### config.mk
export PLATFORM = sky130hd
export DESIGN_NAME = inference_seq_ctrl
export DESIGN_NICKNAME = d
export VERILOG_FILES = /design/src/rtl/inference_seq_ctrl.sv
export SDC_FILE = /design/constraint.sdc
export NUM_CORES = 1
export LEC_CHECK = 0
export CAP_MARGIN = 40
export CORE_ASPECT_RATIO = 0.9
export CORE_MARGIN = 2
export CORE_UTILIZATION = 44
export CTS_BUF_LIST = sky130_fd_sc_hd__clkbuf_16
export CTS_CLUSTER_SIZE = 30
export DETAILED_ROUTE_END_ITERATION = 10
export PLACE_DENSITY = 0.81
export SYNTH_ARGS = -nofsm -noshare
export SYNTH_HDL_FRONTEND = slang
export SYNTH_SLANG_ARGS = --single-unit
### constraint.sdc
create_clock -name clk -period 2.25 [get_ports clk]
set_clock_uncertainty 0.1 [all_clocks]
set_input_delay 0.45 -clock clk [delete_from_list [all_inputs] [get_ports clk]]
set_output_delay 0.45 -clock clk [all_outputs]
set_load 0.01 [all_outputs]
### src/rtl/inference_seq_ctrl.sv
// Sequencer in front of the MLP network: accepts one vector, pulses start, waits for done
// under a watchdog, and returns class/tag/error through a valid/ready port with saturating counters.
module inference_seq_ctrl #(
    parameter int unsigned DATA_W      = 8,
    parameter int unsigned IN_DIM      = 16,
    parameter int unsigned TIMEOUT_CYC = 1024,
    parameter int unsigned CNT_W       = 16
) (
    input  logic                     clk,
    input  logic                     rst_n,
    input  logic                     in_valid,
    output logic                     in_ready,
    input  logic [DATA_W*IN_DIM-1:0] in_data,
    output logic [DATA_W*IN_DIM-1:0] net_bus_in,
    output logic                     net_start,
    input  logic                     net_done,
    input  logic [3:0]               net_class_idx,
    output logic                     res_valid,
    input  logic                     res_ready,
    output logic [3:0]               res_class,
    output logic [7:0]               res_tag,
    output logic                     res_err,
    output logic                     busy,
    output logic [CNT_W-1:0]         infer_cnt,
    output logic [CNT_W-1:0]         timeout_cnt
);

    localparam int unsigned BUS_W = DATA_W * IN_DIM;
    localparam int unsigned TMR_W = (TIMEOUT_CYC > 2) ? $clog2(TIMEOUT_CYC) : 1;
    localparam logic [TMR_W-1:0] TMR_LAST = TMR_W'(TIMEOUT_CYC - 1);
    localparam logic [CNT_W-1:0] CNT_MAX  = '1;

    typedef enum logic [1:0] {
        ST_IDLE   = 2'd0,
        ST_LAUNCH = 2'd1,
        ST_WAIT   = 2'd2,
        ST_RESULT = 2'd3
    } state_t;

    state_t           state;
    state_t           state_nxt;
    logic [TMR_W-1:0] timer;
    logic [7:0]       tag_ctr;
    logic             done_d;
    logic             done_rise;
    logic             accept;
    logic             done_hit;
    logic             tmo_hit;
    logic             res_take;

    // State register
    always_ff @(posedge clk or negedge rst_n) begin
        if (!rst_n) begin
            state <= ST_IDLE;
        end else begin
            state <= state_nxt;
        end
    end

    // Next-state and per-cycle events; a done already high on WAIT entry never produces a rise
    always_comb begin
        state_nxt = state;
        accept    = 1'b0;
        done_hit  = 1'b0;
        tmo_hit   = 1'b0;
        res_take  = 1'b0;
        done_rise = net_done & ~done_d;
        case (state)
            ST_IDLE: begin
                if (in_valid && in_ready) begin
                    accept    = 1'b1;
                    state_nxt = ST_LAUNCH;
                end
            end
            ST_LAUNCH: state_nxt = ST_WAIT;
            ST_WAIT: begin
                if (done_rise) begin
                    done_hit  = 1'b1;
                    state_nxt = ST_RESULT;
                end else if (timer == TMR_LAST) begin
                    tmo_hit   = 1'b1;
                    state_nxt = ST_RESULT;
                end
            end
            ST_RESULT: begin
                if (res_ready) begin
                    res_take  = 1'b1;
                    state_nxt = ST_IDLE;
                end
            end
            default: state_nxt = ST_IDLE;
        endcase
    end

    // Registered outputs and datapath, decoded from the next state so they align with it
    always_ff @(posedge clk or negedge rst_n) begin
        if (!rst_n) begin
            in_ready    <= 1'b1;
            busy        <= 1'b0;
            net_start   <= 1'b0;
            res_valid   <= 1'b0;
            net_bus_in  <= '0;
            res_class   <= '0;
            res_tag     <= '0;
            res_err     <= 1'b0;
            tag_ctr     <= '0;
            timer       <= '0;
            done_d      <= 1'b0;
            infer_cnt   <= '0;
            timeout_cnt <= '0;
        end else begin
            done_d    <= net_done;
            in_ready  <= (state_nxt == ST_IDLE);
            busy      <= (state_nxt != ST_IDLE);
            net_start <= (state_nxt == ST_LAUNCH);
            res_valid <= (state_nxt == ST_RESULT);

            if (accept) begin
                net_bus_in <= BUS_W'(in_data);
                res_tag    <= tag_ctr;
                tag_ctr    <= tag_ctr + 8'd1;
            end

            if (state == ST_LAUNCH) begin
                timer <= '0;
            end else if (state == ST_WAIT) begin
                timer <= timer + TMR_W'(1);
            end

            if (done_hit) begin
                res_class <= net_class_idx;
                res_err   <= 1'b0;
            end else if (tmo_hit) begin
                res_class <= 4'hF;
                res_err   <= 1'b1;
            end

            if (res_take) begin
                if (!res_err) begin
                    if (infer_cnt != CNT_MAX) infer_cnt <= infer_cnt + CNT_W'(1);
                end else begin
                    if (timeout_cnt != CNT_MAX) timeout_cnt <= timeout_cnt + CNT_W'(1);
                end
            end
        end
    end

endmodule

==> results of run 1 <==
-- power breakdown --
group	internal, W	total (W)	switching (W)
clock network	0.00158	0.00305	0.00147
logic	0.00295	0.00557	0.00262
registers	0.00481	0.00554	0.000730
total	0.00935	0.0142	0.00482
-- per-layer routing --
metal	global-route usage (%)	wire, µm	vias to the layer above
met3	6.71	1530	28
met1	28.6	9070	3257
li1	-	-	3337
met2	38.0	10600	254
met4	6.96	463	0
met5	0	0	-
-- placed cells by master (no fill, tap or decap), drive strengths merged, types with 11 or more instances in the layout --
cell type        n
xnor2           13
clkbuf          18
dfrtp          197
xor2            22
nor2            15
buf             16
nand4           17
nor4            11
nand3           21
nand2          428
clkdlybuf4s50  312
inv             15
-- area by class of cell --
type	instances	area, µm²
Fill cell	1354	5610
Clock buffer	17	425
Sequential cell	198	4960
Timing Repair Buffer	330	3340
Multi-Input combinational cell	605	2950
Clock inverter	15	165
Tap cell	240	300
Inverter	8	30.0
-- sequential cells by signal (all words and copies together), names as in the netlist, 2 cells and up --
signal / count
infer_cnt: 16
net_bus_in: 128
res_class: 4
res_tag: 8
state: 2
tag_ctr: 8
timeout_cnt: 16
timer: 10
-- worst paths after layout --
path	slack [ps]	end
worst max-delay path	130	in_ready
min in group asynchronous	420	state[0]
worst min-delay path	370	res_tag[4]
max in group asynchronous	930	infer_cnt[13]
worst min register to register	370	res_tag[4]
worst max register to register	210	infer_cnt[1]
-- metrics by stage --
step	instances	setup WS, ps	utilization [%]	power, W
after floorplan	844	342	-	0.00782
after global placement	1380	111	65.1	0.0110
after detailed placement	1380	69.2	65.1	0.0112
after CTS	1413	106	68.4	0.0143
after global routing	1413	86.6	68.4	0.0151
final	1413	127	68.4	0.0142
-- kinds of logic (layout without fill, tap and decap cells) --
group | Yosys count | after routing | share of synthesized area (%)
adders and majority gates | 9 | 9 | 1.40
buffers and inverters | 41 | 370 | 1.93
DFF | 198 | 198 | 61.6
AOI/OAI and AO/OA | 29 | 29 | 2.61
muxes | 5 | 5 | 0.715
and+or+nand+nor | 527 | 527 | 27.9
xor gates and xnor gates | 35 | 35 | 3.81
-- what timing repair did --
action | in CTS | in global routing
setup buffers | 0 | 0
endpoints found under the hold margin | 47 | 0
hold buffers | 1 | 0
==> flow_metrics.tcl, run 1 <==
set metrics [dict create \
    cp-end-kind "output port" \
    cts_buffers 17 \
    dp_hpwl_mm 15.5 \
    leakage_nw 5.90 \
    status "complete, no violations" \
    numClockSinks 198 \
    drv_slew 0 \
    ys.flop_type "dfrtp_1" \
    path_depth 1 \
    critPathArrivalTime_ps 1570 \
    final_nets 1306 \
    insertion_delay_ps 440 \
    ir_drop_mv 0.736 \
    drcViolationCount 0 \
    synthTopCellsByCount "nand2_1, dfrtp_1, clkbuf_1" \
    maxCapViolations 0 \
    cts_tree "built" \
    gp_congestion 0.889 \
    syn_area_um2 8050 \
    crit_required_ps 1700 \
    worst_slew_pin_slew_ps 547 \
    synth_top_cell_by_area "dfrtp_1" \
    final.setup.tns_ps 0 \
    post_drt_wl_per_cell_um 15.3 \
    placed_cell_area_um2 11600 \
    clock_tree.buffer_depth 2 \
    post-route-min-period_ps 2120 \
    synthArstFlopShare_pct 100 \
    cp-startpoint "in_ready" \
    critPathSlowestCell "dfstp_2" \
    whs_ps 373 \
    avgSynthCellArea_um2 9.53 \
    rr_worst_depth 5 \
    rows 46 \
    initial_core_util_pct 45.2 \
    yosysMostFrequentCell "nand2_1" \
    grtUsageTotal_pct 22.7 \
    synth_edf_count 0 \
    htreeDepth 4 \
    first_global_vias 6845 \
    grt_max_degree 68 \
    drtAntennaViolNets 0 \
    num_antenna_cells 0 \
    path_cells "clkdlybuf4s50_1" \
    synth.top_cell.area_share_pct 61.3 \
    synth-warning-count 0 \
    drtIter0Drc 373 \
    cts-resized-gates 0 \
    syn-num-nets 990 \
    vias 6876 \
    wirelength_mm 21.7 \
    cpPeakStageDelay_ps 590 \
    syn_inst 844 \
    synth_cell_types 44 \
    critical_path_class "reg -> out" \
    ys_ff_latch 198 \
    portBuffers 313 \
    relSlewSlack_pct 63.5 \
    ios 314 \
    fmax_mhz 471 \
    synth_area_leaders "dfrtp_1, nand2_1, xor2_1, xnor2_1, ha_1" \
    path_buf_inv 1 \
    reg2reg_from "infer_cnt[0]" \
    finalCritPeriodShare_pct 94.4 \
    min_from "res_tag[4]" \
    hold_path_depth 2 \
    die_w_um 147 \
    die_area_um2 19400 \
    hold_viol 0 \
    synth_seq_area_share_pct 61.6 \
    dr.pass1.iters 6 \
    drive_gt1_share_pct 5.37 \
    critPathLaunchType "register" \
    power.density_nw_per_um2 1160 \
    core_um2 17800 \
    rsz0062_at_grt "no" \
    critPathTopFamily "flip-flops" \
    path_clk_slew_ps 70 \
    areaGrowthSynthToFinish_pct 51.3 \
    stdcell_area_um2 12200 \
    setup_viol 0 \
    die_h_um 132 \
    grt_pass1_wl_mm 35.3 \
    hp-class "reg -> reg" \
    cts_root_buf "clkbuf_16" \
    crit_path_max_fanout 4 \
    gr-total-overflow 0 \
    vias_per_cell 4.87 \
    antenna_found_initial 0 \
]
No activity file was read; power rests on OpenSTA's default activity.
==> run 2: changes to the inputs <==
--- a/config.mk
+++ b/config.mk
@@ -9,10 +9,10 @@
 export CORE_ASPECT_RATIO = 0.9
 export CORE_MARGIN = 2
 export CORE_UTILIZATION = 44
-export CTS_BUF_LIST = sky130_fd_sc_hd__clkbuf_16
 export CTS_CLUSTER_SIZE = 30
 export DETAILED_ROUTE_END_ITERATION = 10
 export PLACE_DENSITY = 0.81
+export SKIP_LAST_GASP = 1
 export SYNTH_ARGS = -nofsm -noshare
 export SYNTH_HDL_FRONTEND = slang
 export SYNTH_SLANG_ARGS = --single-unit
==> results of run 2 <==
No change in the layout: final DEF, timing and power equal those of run 1.
